## config.mk

```make
export PLATFORM = sky130hd
export DESIGN_NAME = tlb_op_unit
export DESIGN_NICKNAME = d
export VERILOG_FILES = /design/src/rtl/tlb_op_unit.sv
export SDC_FILE = /design/constraint.sdc
export NUM_CORES = 1
export LEC_CHECK = 0
export BUFFER_PORTS_ARGS = -buffer_cell sky130_fd_sc_hd__buf_4
export CAP_MARGIN = 20
export CORE_AREA = 3 3 178 180
export CTS_CLUSTER_DIAMETER = 80
export DETAILED_ROUTE_END_ITERATION = 6
export DIE_AREA = 0 0 181 183
export HOLD_SLACK_MARGIN = 0.05
export SYNTH_ARGS = -nofsm -noshare
export SYNTH_HDL_FRONTEND = slang
export SYNTH_SLANG_ARGS = --single-unit
```

## constraint.sdc

```tcl
create_clock -name clk -period 3.12 [get_ports clk]
set_input_delay 0.312 -clock clk [delete_from_list [all_inputs] [get_ports clk]]
set_output_delay 0.312 -clock clk [all_outputs]
set_load 0.03 [all_outputs]
```

## src/rtl/tlb_op_unit.sv

```systemverilog
// tlb_op_unit: sequences the TLB maintenance ops TLBSRCH, TLBRD, TLBWR, TLBFILL and
// INVTLB between the op decode/CSR file and a 16-entry TLB.
// It accepts one op at a time. An accepted op takes exactly three cycles:
//   IDLE (accept) -> EXEC (drive TLB ports) -> RESP (result pulse).
// Every TLB-side strobe is decoded from the state register. Because the state register
// resets asynchronously, an abort clears those strobes at once, and a write that was
// pending cannot happen after reset is released.
module tlb_op_unit #(
    parameter int TLBNUM = 16,
    parameter int IDXW   = $clog2(TLBNUM)
) (
    input  logic            clk,
    input  logic            resetn,

    // op request
    input  logic            op_valid,
    output logic            op_ready,
    input  logic [2:0]      op_type,
    input  logic [4:0]      inv_op,
    input  logic [9:0]      inv_asid,
    input  logic [18:0]     inv_vppn,

    // CSR operands
    input  logic [18:0]     csr_vppn,
    input  logic [9:0]      csr_asid,
    input  logic [IDXW-1:0] csr_idx,
    input  logic [5:0]      csr_ps,
    input  logic            csr_ne,
    input  logic [26:0]     csr_elo0,
    input  logic [26:0]     csr_elo1,
    input  logic            csr_tlbr,

    // borrowed tlb search port 1
    output logic            s1_sel,
    output logic [18:0]     s1_vppn,
    output logic [9:0]      s1_asid,
    input  logic            s1_found,
    input  logic [IDXW-1:0] s1_index,

    // tlb write port
    output logic            tlb_we,
    output logic [IDXW-1:0] tlb_w_index,
    output logic            tlb_w_e,
    output logic [18:0]     tlb_w_vppn,
    output logic [5:0]      tlb_w_ps,
    output logic [9:0]      tlb_w_asid,
    output logic            tlb_w_g,
    output logic [19:0]     tlb_w_ppn0,
    output logic [1:0]      tlb_w_plv0,
    output logic [1:0]      tlb_w_mat0,
    output logic            tlb_w_d0,
    output logic            tlb_w_v0,
    output logic [19:0]     tlb_w_ppn1,
    output logic [1:0]      tlb_w_plv1,
    output logic [1:0]      tlb_w_mat1,
    output logic            tlb_w_d1,
    output logic            tlb_w_v1,

    // tlb read port
    output logic [IDXW-1:0] tlb_r_index,
    input  logic            tlb_r_e,
    input  logic [18:0]     tlb_r_vppn,
    input  logic [5:0]      tlb_r_ps,
    input  logic [9:0]      tlb_r_asid,
    input  logic            tlb_r_g,
    input  logic [19:0]     tlb_r_ppn0,
    input  logic [1:0]      tlb_r_plv0,
    input  logic [1:0]      tlb_r_mat0,
    input  logic            tlb_r_d0,
    input  logic            tlb_r_v0,
    input  logic [19:0]     tlb_r_ppn1,
    input  logic [1:0]      tlb_r_plv1,
    input  logic [1:0]      tlb_r_mat1,
    input  logic            tlb_r_d1,
    input  logic            tlb_r_v1,

    // tlb invalidate port
    output logic            invtlb_valid,
    output logic [4:0]      invtlb_op,

    // result for CSR write-back
    output logic            res_valid,
    output logic [2:0]      res_type,
    output logic            res_err,
    output logic            res_found,
    output logic [IDXW-1:0] res_index,
    output logic            res_e,
    output logic [18:0]     res_vppn,
    output logic [5:0]      res_ps,
    output logic [9:0]      res_asid,
    output logic [26:0]     res_elo0,
    output logic [26:0]     res_elo1
);

    localparam logic [1:0] ST_IDLE = 2'd0;
    localparam logic [1:0] ST_EXEC = 2'd1;
    localparam logic [1:0] ST_RESP = 2'd2;

    localparam logic [2:0] OP_SRCH = 3'd0;
    localparam logic [2:0] OP_RD   = 3'd1;
    localparam logic [2:0] OP_WR   = 3'd2;
    localparam logic [2:0] OP_FILL = 3'd3;
    localparam logic [2:0] OP_INV  = 3'd4;

    localparam logic [IDXW-1:0] FILL_LAST = IDXW'(TLBNUM - 1);

    logic [1:0]      state_reg;
    logic [1:0]      state_next;
    logic [IDXW-1:0] fill_cnt_reg;

    // operands latched at accept
    logic [2:0]      type_reg;
    logic            err_reg;
    logic [4:0]      inv_op_reg;
    logic [9:0]      inv_asid_reg;
    logic [18:0]     inv_vppn_reg;
    logic [18:0]     vppn_reg;
    logic [9:0]      asid_reg;
    logic [IDXW-1:0] idx_reg;
    logic [IDXW-1:0] widx_reg;
    logic [5:0]      ps_reg;
    logic            ne_reg;
    logic            tlbr_reg;
    logic [26:0]     elo0_reg;
    logic [26:0]     elo1_reg;

    // captured results
    logic [2:0]      res_type_reg;
    logic            res_err_reg;
    logic            res_found_reg;
    logic [IDXW-1:0] res_index_reg;
    logic            res_e_reg;
    logic [18:0]     res_vppn_reg;
    logic [5:0]      res_ps_reg;
    logic [9:0]      res_asid_reg;
    logic [26:0]     res_elo0_reg;
    logic [26:0]     res_elo1_reg;

    logic accept;
    logic op_err;
    logic exec;
    logic do_srch;
    logic do_rd;
    logic do_wr;
    logic do_inv;

    assign accept = op_valid && (state_reg == ST_IDLE);
    // A reserved op_type, or an INVTLB op code above 6, raises INE and has no TLB side effect.
    assign op_err = (op_type > OP_INV) || ((op_type == OP_INV) && (inv_op > 5'd6));

    assign exec    = (state_reg == ST_EXEC);
    assign do_srch = exec && !err_reg && (type_reg == OP_SRCH);
    assign do_rd   = exec && !err_reg && (type_reg == OP_RD);
    assign do_wr   = exec && !err_reg && ((type_reg == OP_WR) || (type_reg == OP_FILL));
    assign do_inv  = exec && !err_reg && (type_reg == OP_INV);

    // Fixed three-step sequence with no stalls.
    always_comb begin
        state_next = state_reg;
        case (state_reg)
            ST_IDLE: if (accept) state_next = ST_EXEC;
            ST_EXEC: state_next = ST_RESP;
            ST_RESP: state_next = ST_IDLE;
            default: state_next = ST_IDLE;
        endcase
    end

    // State register and the free-running FILL victim counter.
    always_ff @(posedge clk or negedge resetn) begin
        if (!resetn) begin
            state_reg    <= ST_IDLE;
            fill_cnt_reg <= '0;
        end else begin
            state_reg    <= state_next;
            fill_cnt_reg <= (fill_cnt_reg == FILL_LAST) ? '0 : fill_cnt_reg + 1'b1;
        end
    end

    // Latch all operands at accept so EXEC never looks at the live CSR or decode inputs.
    always_ff @(posedge clk or negedge resetn) begin
        if (!resetn) begin
            type_reg     <= '0;
            err_reg      <= 1'b0;
            inv_op_reg   <= '0;
            inv_asid_reg <= '0;
            inv_vppn_reg <= '0;
            vppn_reg     <= '0;
            asid_reg     <= '0;
            idx_reg      <= '0;
            widx_reg     <= '0;
            ps_reg       <= '0;
            ne_reg       <= 1'b0;
            tlbr_reg     <= 1'b0;
            elo0_reg     <= '0;
            elo1_reg     <= '0;
        end else if (accept) begin
            type_reg     <= op_type;
            err_reg      <= op_err;
            inv_op_reg   <= inv_op;
            inv_asid_reg <= inv_asid;
            inv_vppn_reg <= inv_vppn;
            vppn_reg     <= csr_vppn;
            asid_reg     <= csr_asid;
            idx_reg      <= csr_idx;
            widx_reg     <= (op_type == OP_FILL) ? fill_cnt_reg : csr_idx;
            ps_reg       <= csr_ps;
            ne_reg       <= csr_ne;
            tlbr_reg     <= csr_tlbr;
            elo0_reg     <= csr_elo0;
            elo1_reg     <= csr_elo1;
        end
    end

    // Search port 1 is borrowed by SRCH (CSR key) and INV (register key).
    always_comb begin
        s1_sel  = 1'b0;
        s1_vppn = '0;
        s1_asid = '0;
        if (do_srch) begin
            s1_sel  = 1'b1;
            s1_vppn = vppn_reg;
            s1_asid = asid_reg;
        end else if (do_inv) begin
            s1_sel  = 1'b1;
            s1_vppn = inv_vppn_reg;
            s1_asid = inv_asid_reg;
        end
    end

    // Invalidate strobe and op code, valid only while INV is in EXEC.
    always_comb begin
        invtlb_valid = do_inv;
        invtlb_op    = do_inv ? inv_op_reg : 5'd0;
    end

    // The read index is presented only during RD; the TLB answers in the same cycle.
    always_comb begin
        tlb_r_index = do_rd ? idx_reg : '0;
    end

    // Write port for WR/FILL. During TLB refill the new entry is always valid.
    // G is set only when both pages agree that the entry is global.
    always_comb begin
        tlb_we      = do_wr;
        tlb_w_index = '0;
        tlb_w_e     = 1'b0;
        tlb_w_vppn  = '0;
        tlb_w_ps    = '0;
        tlb_w_asid  = '0;
        tlb_w_g     = 1'b0;
        tlb_w_ppn0  = '0;
        tlb_w_plv0  = '0;
        tlb_w_mat0  = '0;
        tlb_w_d0    = 1'b0;
        tlb_w_v0    = 1'b0;
        tlb_w_ppn1  = '0;
        tlb_w_plv1  = '0;
        tlb_w_mat1  = '0;
        tlb_w_d1    = 1'b0;
        tlb_w_v1    = 1'b0;
        if (do_wr) begin
            tlb_w_index = widx_reg;
            tlb_w_e     = tlbr_reg ? 1'b1 : ~ne_reg;
            tlb_w_vppn  = vppn_reg;
            tlb_w_ps    = ps_reg;
            tlb_w_asid  = asid_reg;
            tlb_w_g     = elo0_reg[6] & elo1_reg[6];
            tlb_w_ppn0  = elo0_reg[26:7];
            tlb_w_mat0  = elo0_reg[5:4];
            tlb_w_plv0  = elo0_reg[3:2];
            tlb_w_d0    = elo0_reg[1];
            tlb_w_v0    = elo0_reg[0];
            tlb_w_ppn1  = elo1_reg[26:7];
            tlb_w_mat1  = elo1_reg[5:4];
            tlb_w_plv1  = elo1_reg[3:2];
            tlb_w_d1    = elo1_reg[1];
            tlb_w_v1    = elo1_reg[0];
        end
    end

    // Capture search/read answers at the end of EXEC. An invalid entry reads back as all zero.
    always_ff @(posedge clk or negedge resetn) begin
        if (!resetn) begin
            res_type_reg  <= '0;
            res_err_reg   <= 1'b0;
            res_found_reg <= 1'b0;
            res_index_reg <= '0;
            res_e_reg     <= 1'b0;
            res_vppn_reg  <= '0;
            res_ps_reg    <= '0;
            res_asid_reg  <= '0;
            res_elo0_reg  <= '0;
            res_elo1_reg  <= '0;
        end else if (exec) begin
            res_type_reg  <= type_reg;
            res_err_reg   <= err_reg;
            res_found_reg <= do_srch & s1_found;
            res_index_reg <= (do_srch && s1_found) ? s1_index : '0;
            res_e_reg     <= do_rd & tlb_r_e;
            if (do_rd && tlb_r_e) begin
                res_vppn_reg <= tlb_r_vppn;
                res_ps_reg   <= tlb_r_ps;
                res_asid_reg <= tlb_r_asid;
                res_elo0_reg <= {tlb_r_ppn0, tlb_r_g, tlb_r_mat0, tlb_r_plv0, tlb_r_d0, tlb_r_v0};
                res_elo1_reg <= {tlb_r_ppn1, tlb_r_g, tlb_r_mat1, tlb_r_plv1, tlb_r_d1, tlb_r_v1};
            end else begin
                res_vppn_reg <= '0;
                res_ps_reg   <= '0;
                res_asid_reg <= '0;
                res_elo0_reg <= '0;
                res_elo1_reg <= '0;
            end
        end
    end

    assign op_ready  = (state_reg == ST_IDLE);
    assign res_valid = (state_reg == ST_RESP);
    assign res_type  = res_type_reg;
    assign res_err   = res_err_reg;
    assign res_found = res_found_reg;
    assign res_index = res_index_reg;
    assign res_e     = res_e_reg;
    assign res_vppn  = res_vppn_reg;
    assign res_ps    = res_ps_reg;
    assign res_asid  = res_asid_reg;
    assign res_elo0  = res_elo0_reg;
    assign res_elo1  = res_elo1_reg;

endmodule

```

Word level (Yosys, flattened, before mapping):

Index checks and enable logic that the tools add are counted.

* mux-type cells: 35
* order comparisons: 2
* bitwise operators: 4
* equal/unequal tests: 10
* $add $sub $neg: 1
* reductions and logical operators: 14

Operator list (number)
* 19-bit two-way mux: 4
* 27-bit two-way mux: 2
* 10-bit two-way mux: 4
* 20-bit two-way mux: 2
* 4-bit two-way mux: 5
* 6-bit two-way mux: 2
* 2-bit two-way mux: 5
* 3-bit by 2-bit == test with 1-bit output, second input constant: 3
* 1-bit logical AND: 9
* 1-bit two-way mux: 9
* 3-bit == test, second input constant: 2
* 5-bit by 3-bit > comparator with 1-bit output, second input constant: 1
* 5-bit two-way mux: 1
* 4-bit by 1-bit adder with 4-bit output, second input constant: 1
* 4-bit == test, second input constant: 1
* 2-bit one-hot mux with 2 select lines: 1
* 1-bit AND: 3
* 3-bit by 1-bit == test with 1-bit output, second input constant: 1
* 3-bit > comparator, second input constant: 1
* 3-bit zero test: 1
* 2-bit by 1-bit == test with 1-bit output, second input constant: 1
* 2-bit == test, second input constant: 1
* 2-bit zero test: 1
* 1-bit logical OR: 2
* other kinds (3): 3

* logic and storage cells: 92
* output and inout bits: 235
* bits in registers: 242
* input bits: 229

Logic depth before layout (Yosys ltp):

Gate-level depths: netlist of run 1.

* word-level depth: 5
* mapped depth: 7
* mapped depth without buffers: 5

Worst setup path after synthesis of run 1:

Ideal clock, no wire load.

* path kind: reg2out
* start: register state_reg[1]
* end: output port tlb_w_e
* stages on the path, launching flop included: 7
* buffers on the path: 2
* setup slack: 0.900 ns
* data arrival time: 1.908 ns
* path through: dfrtp_1 nand2b_1 buf_2 inv_2 and4_1 buf_2 a21boi_0

* longest elaborated chain between the ends: 4

Ends and longest elaborated chain
* start: declaration: RTL line 107 `logic [1:0] state_reg;`
* start signal: assignment: RTL line 174 `state_reg <= state_next;`
* 2-bit by 1-bit == test with 1-bit output: RTL line 151 `assign exec = (state_reg == ST_EXEC);`
* 1-bit logical AND (2 in a row): RTL line 154 `assign do_wr = exec && !err_reg && ((type_reg == OP_WR) || (type_reg == OP_FILL));`
* 1-bit two-way mux: RTL line 261 `if (do_wr) begin`
* end: declaration: RTL line 43 `output logic tlb_w_e,`

Every way passes these cells.

Worst setup path after layout of run 1:

Same ends and word-level chain as after synthesis.

==> impl_metrics.py, run 1 <==
metrics = {
    "timing": {
        "hold_viol_final": 0,
        "fin_crit_sh_pct": 89.0,
        "max_freq_mhz": 360,
        "rsz0062_at_grt": "no",
        "tightest_slew_ps": 1060,
        "post-route-min-period_ps": 2780,
        "setup_viol": 0,
        "tns_ps": 0,
        "slew_viol_final": 0,
        "finClkSkew_ps": 12.7,
        "maxSlewHeadroom_pct": 29.1,
    },
    "worst_setup_path": {
        "slowest_stage": "and4_4",
        "cp_top_family": "simple AND/OR/NAND/NOR gates",
        "crit_chain": "nand2b_4 -> inv_2 -> and4_4 -> buf_4 -> a21boi_0 -> buf_4",
        "cp-start-kind": "flop",
        "crit_type": "flop to output pin",
        "cp_slowest_stage_delay_ps": 480,
        "endpoint_kind": "output pin",
        "cp.required_ps": 2810,
        "worst_path_most_repeated_cell": "buf_4",
        "ff2ff_setup_slack_ps": 1090,
        "crit_arrival_ps": 2470,
        "crit_fanout": 32,
        "cp_num_buf_inv": 3,
    },
    "global_routing": {
        "grt.busiest_layer": "met2",
        "grt_pass1_wl_um": 51700,
        "antenna_found_initial": 0,
        "met3_usage_pct": 4.82,
        "grt_pass1_vias": 9343,
        "gr-total-overflow": 0,
        "grt_max_degree": 100,
        "use_met1_pct": 23.1,
        "grt_use_total_pct": 19.2,
        "grtUsageMet2_pct": 34.5,
    },
    "final_layout": {
        "fin_util_pct": 56.1,
        "fillerInstances": 2513,
        "mostFrequentLayoutCell": "buf_4",
        "area_growth_pct": 71.5,
        "most-common-layout-cells": "buf_4, dfrtp_1, dlygate4sd3_1, mux2_2, and2_1",
        "fin_nets": 1655,
        "antenna_cells_inserted": 0,
        "drive_above_1_share_pct": 45.7,
        "final_cells": 1842,
    },
    "outcome": {
        "status": "complete, no violations",
    },
    "synthesis": {
        "ys_types": 31,
        "ys_top_cells_by_area": "dfrtp_1, mux2_2, a22o_1",
        "syn_avg_cell_area_um2": 13.3,
        "ys_seq_area_share_pct": 60.7,
        "ys_ff_latch": 241,
        "syn_nets": 976,
        "synth_warnings": 0,
        "synth_area_mm2": 0.00993,
        "synth.top_cell.area_share_pct": 60.7,
        "synthCells": 746,
        "yosys.area.top_type": "dfrtp_1",
    },
    "drt": {
        "final_antenna_net_count": 0,
        "num_vias": 8532,
        "wl_um": 33500,
        "drtIter0Drc": 278,
        "via_per_inst": 4.63,
        "routedWlPerCell_um": 18.2,
        "drc": 0,
        "firstDrtPassIters": 4,
    },
    "power": {
        "ir_worst_vdd_mv": 0.449,
        "pwr_density_cell_mw_per_mm2": 574,
        "power.leakage_nw": 8.37,
        "finalPower_mw": 9.78,
    },
    "floorplan": {
        "die_w_um": 181,
        "core_region_area_mm2": 0.0303,
        "start_util_pct": 32.7,
        "num_rows": 64,
        "num_io_pins": 464,
        "die_area_mm2": 0.0331,
        "die_y_um": 183,
    },
    "clock_network": {
        "ctsLongestPathBuffers": 3,
        "cts_tree": "done",
        "h-tree-depth": 1,
        "numCtsBuffers": 27,
        "clk_latency_ps": 540,
        "clk_pin_slew_ps": 60,
        "post_cts_buffers": 0,
        "cts_num_sinks": 241,
        "cts-root-buf": "clkbuf_16",
    },
    "hold_path": {
        "hp-class": "input pin to flop",
    },
    "placed_design": {
        "gp_congestion": 0.801,
        "dp_hpwl_um": 23200,
        "io_buffers": 463,
        "dp_cells": 1567,
    },
    "job": {
        "cap_violations": 0,
    },
}
==> timing repair <==
item | in CTS | in global routing
endpoints found under the hold margin | 317 | 0
hold buffers | 225 | 0
gates resized for setup | 0 | 1
endpoints found under the setup margin | 0 | 35
==> metal layers <==
layer	wire length, um	vias up
met5	0	-
met4	777	0
met3	2480	52
met2	16900	328
met1	13400	4176
li1	-	3976
==> tightest hold or removal path: cells and delay by family <==
family,cells,cell delay (ps)
simple gates,1,160
buf+inv,1,110
compound gates,1,90
==> path summary, 6_finish.rpt <==
path,from,endpoint,cells past startpoint
worst max-delay path,state_reg[1],tlb_w_e,6
worst min-delay path,s1_found,res_found,3
worst max register to register,state_reg[0],vppn_reg[15],3
worst min register to register,res_index[1],res_index[1],2
max in group asynchronous,resetn,res_elo0[24],3
min in group asynchronous,resetn,res_vppn[15],2
==> cell families after synthesis <==
logic type                 after synthesis  synth area share (%)
xor gates and xnor gates                 1                0.0882
adders and majority gates                1                 0.126
AOI/OAI and AO/OA                      109                  8.91
muxes                                  163                  18.1
buffers and inverters                   62                  2.67
and+or+nand+nor                        169                  9.42
DFF                                    241                  60.7
==> final cells by class <==
type | count | area (um2) | area share [%]
clock buffer | 37 | 763 | 4.48
clock inverter | 13 | 149 | 0.874
inverter | 7 | 26.3 | 0.154
multi-input combinational | 443 | 3650 | 21.4
sequential | 241 | 6030 | 35.4
tap | 396 | 495 | 2.91
timing repair buffer | 705 | 5910 | 34.7
==> metrics by stage <==
step                      hold WS [ps]  area, um2  setup slack, ps
after floorplan                   16.4       9930              900
after global placement             404      13900              675
after detailed placement           400      13900              657
after CTS                          169      17000             71.6
after global routing               214      17000              157
final                              192      17000              343
==> where the power goes <==
| group | total (mW) | internal, mW | switching (mW) |
|---|---|---|---|
| registers | 4.08 | 3.71 | 0.367 |
| logic | 2.46 | 1.26 | 1.20 |
| clock network | 3.24 | 1.96 | 1.28 |
==> synthesized netlist by cell type (all sizes together) <==
| master | instances |
|---|---|
| nand2 | 20 |
| mux2 | 130 |
| nand2b | 2 |
| inv | 7 |
| buf | 22 |
| or2 | 1 |
| nor2 | 35 |
| nor4 | 1 |
| ha | 1 |
| o21ai | 11 |
| nand3 | 2 |
| a21boi | 1 |
| a22o | 88 |
| and2 | 95 |
| xor2 | 1 |
| nand3b | 1 |
| a31oi | 2 |
| a21o | 1 |
| dfrtp | 241 |
| clkbuf | 33 |
| nor3b | 1 |
| and3 | 6 |
| nor3 | 2 |
| o22ai | 1 |
| mux2i | 33 |
| nor2b | 1 |
| a21oi | 5 |
| and4 | 1 |
| or4 | 1 |
(Power assumes the default switching activity.)
==> inputs of run 2 (changes only) <==
--- a/config.mk
+++ b/config.mk
@@ -11,6 +11,7 @@
 export CTS_CLUSTER_DIAMETER = 80
 export DETAILED_ROUTE_END_ITERATION = 6
 export DIE_AREA = 0 0 181 183
+export GPL_TIMING_DRIVEN = 0
 export HOLD_SLACK_MARGIN = 0.05
 export SYNTH_ARGS = -nofsm -noshare
 export SYNTH_HDL_FRONTEND = slang
==> impl_metrics.py, run 2 (synthesized netlist as in run 1, its figures left out) <==
metrics = {
    "floorplan": {
        "die_area_mm2": 0.0331,
        "die_w_um": 181,
        "core_region_area_mm2": 0.0303,
        "num_rows": 64,
        "die_y_um": 183,
        "start_util_pct": 32.7,
        "num_io_pins": 464,
    },
    "drt": {
        "routedWlPerCell_um": 19.0,
        "wl_um": 35800,
        "drc": 0,
        "via_per_inst": 4.66,
        "drtIter0Drc": 219,
        "num_vias": 8766,
        "firstDrtPassIters": 4,
        "final_antenna_net_count": 0,
    },
    "timing": {
        "fin_crit_sh_pct": 94.0,
        "tns_ps": 0,
        "maxSlewHeadroom_pct": 41.2,
        "max_freq_mhz": 341,
        "setup_viol": 0,
        "finClkSkew_ps": 9.34,
        "rsz0062_at_grt": "no",
        "hold_viol_final": 0,
        "tightest_slew_ps": 882,
        "slew_viol_final": 0,
        "post-route-min-period_ps": 2930,
    },
    "global_routing": {
        "gr-total-overflow": 0,
        "grt_max_degree": 103,
        "antenna_found_initial": 1,
        "grt_use_total_pct": 20.9,
        "grt_pass1_vias": 9680,
        "grt_pass1_wl_um": 55500,
    },
    "placed_design": {
        "gp_congestion": 0.858,
        "placedInstanceArea_mm2": 0.0140,
        "dp_hpwl_um": 25800,
        "io_buffers": 463,
    },
    "power": {
        "pwr-share-comb_pct": 25.8,
        "p_sw_mw": 2.86,
        "p_int_mw": 6.96,
        "pwr-share-clk_pct": 33.1,
        "pwr_density_cell_mw_per_mm2": 572,
        "switching_share_pct": 29.1,
        "power.share.sequential_pct": 41.1,
        "ir_worst_vdd_mv": 0.433,
        "power.leakage_nw": 8.46,
    },
    "worst_setup_path": {
        "endpoint_kind": "output pin",
        "cp_slowest_stage_delay_ps": 460,
        "slowest_stage": "clkbuf_1",
        "cp_num_buf_inv": 4,
        "cp.required_ps": 2810,
        "ff2ff_setup_slack_ps": 630,
        "cp_top_family": "buffers and inverters",
        "crit_arrival_ps": 2620,
        "crit_chain": "nand2b_1 -> buf_2 -> inv_2 -> and4_2 -> clkbuf_1 -> and2_1 -> buf_4",
        "cp-start-kind": "flop",
        "crit_fanout": 10,
        "crit_type": "flop to output pin",
    },
    "final_layout": {
        "fillerInstances": 2552,
        "drive_above_1_share_pct": 45.1,
        "area_growth_pct": 72.8,
        "most-common-layout-cells": "buf_4, dfrtp_1, dlygate4sd3_1, mux2_2, and2_1",
        "mostFrequentLayoutCell": "buf_4",
        "post-route-cell-area_mm2": 0.0172,
        "fin_nets": 1696,
    },
    "job": {
        "cap_violations": 0,
    },
    "clock_network": {
        "cts_tree": "done",
        "numCtsBuffers": 28,
        "clk_latency_ps": 530,
        "cts_num_sinks": 241,
        "h-tree-depth": 1,
        "clk_pin_slew_ps": 60,
        "cts-root-buf": "clkbuf_16",
        "ctsLongestPathBuffers": 3,
    },
    "outcome": {
        "status": "complete, no violations",
    },
    "hold_path": {
        "hp-class": "input pin to flop",
    },
}
[run 2: power groups by stage]
stage          Sequential (mW)  Clock, mW  Combinational (mW)
6_report                  4.03       3.24                2.54
5_1_grt                   4.11       3.47                2.73
4_1_cts                   4.03       3.34                2.55
3_5_place_dp              4.08          0                2.30
3_3_place_gp              4.06          0                2.26
2_1_floorplan             4.21          0                1.17
[run 2: worst paths after layout]
kind / from / cells past startpoint / endpoint
max: state_reg[1] / 7 / tlb_w_vppn[14]
min: s1_found / 3 / res_index[3]
max reg2reg: state_reg[0] / 5 / inv_asid_reg[3]
min reg2reg: res_type[0] / 2 / res_type[0]
max in group asynchronous: resetn / 4 / elo0_reg[6]
min in group asynchronous: resetn / 2 / res_elo1[12]
[run 2: worst reg2reg max path, delay by kind of cell, from the launching register on]
family	cells	cell delay, ps
mux	1	390
simple gates	1	280
buf+inv	3	1260
flops	1	450
[run 2: layout make-up]
| class | instances | area [um2] | share of cell area (%) |
|---|---|---|---|
| Inverter | 7 | 26.3 | 0.153 |
| Timing Repair Buffer | 690 | 5790 | 33.7 |
| Sequential cell | 241 | 6030 | 35.1 |
| Clock buffer | 41 | 821 | 4.78 |
| Tap cell | 396 | 495 | 2.89 |
| Antenna cell | 1 | 2.50 | 0.0146 |
| Buffer | 55 | 256 | 1.49 |
| Clock inverter | 8 | 93.8 | 0.547 |
| Multi-Input combinational cell | 443 | 3640 | 21.2 |
[run 2: per-stage QoR]
stage,utilization (%),power [mW],setup slack (ps),std cells,hold WS (ps)
floorplan,-,5.38,900,746,16.4
global placement,45.8,6.32,-324,1605,465
detailed placement,46.0,6.38,225,1607,260
CTS,56.5,9.92,5.79,1881,165
global route,56.5,10.3,1.32,1882,188
finish,56.5,9.81,189,1882,217
[run 2: per-layer routing]
layer	up-vias	global-route usage (%)	share of wire (%)
li1	4069	-	-
met1	4273	24.6	38
met2	354	37.0	50
met3	70	6.33	8.3
met4	0	6.55	3.4
met5	-	0	0
[run 2: repair_timing]
| item | CTS | global route |
|---|---|---|
| buffers inserted | 0 | 0 |
| resized for setup | 8 | 9 |
| setup endpoints to repair | 61 | 38 |
| endpoints found under the hold margin | 281 | 0 |
| hold buffers | 225 | 0 |
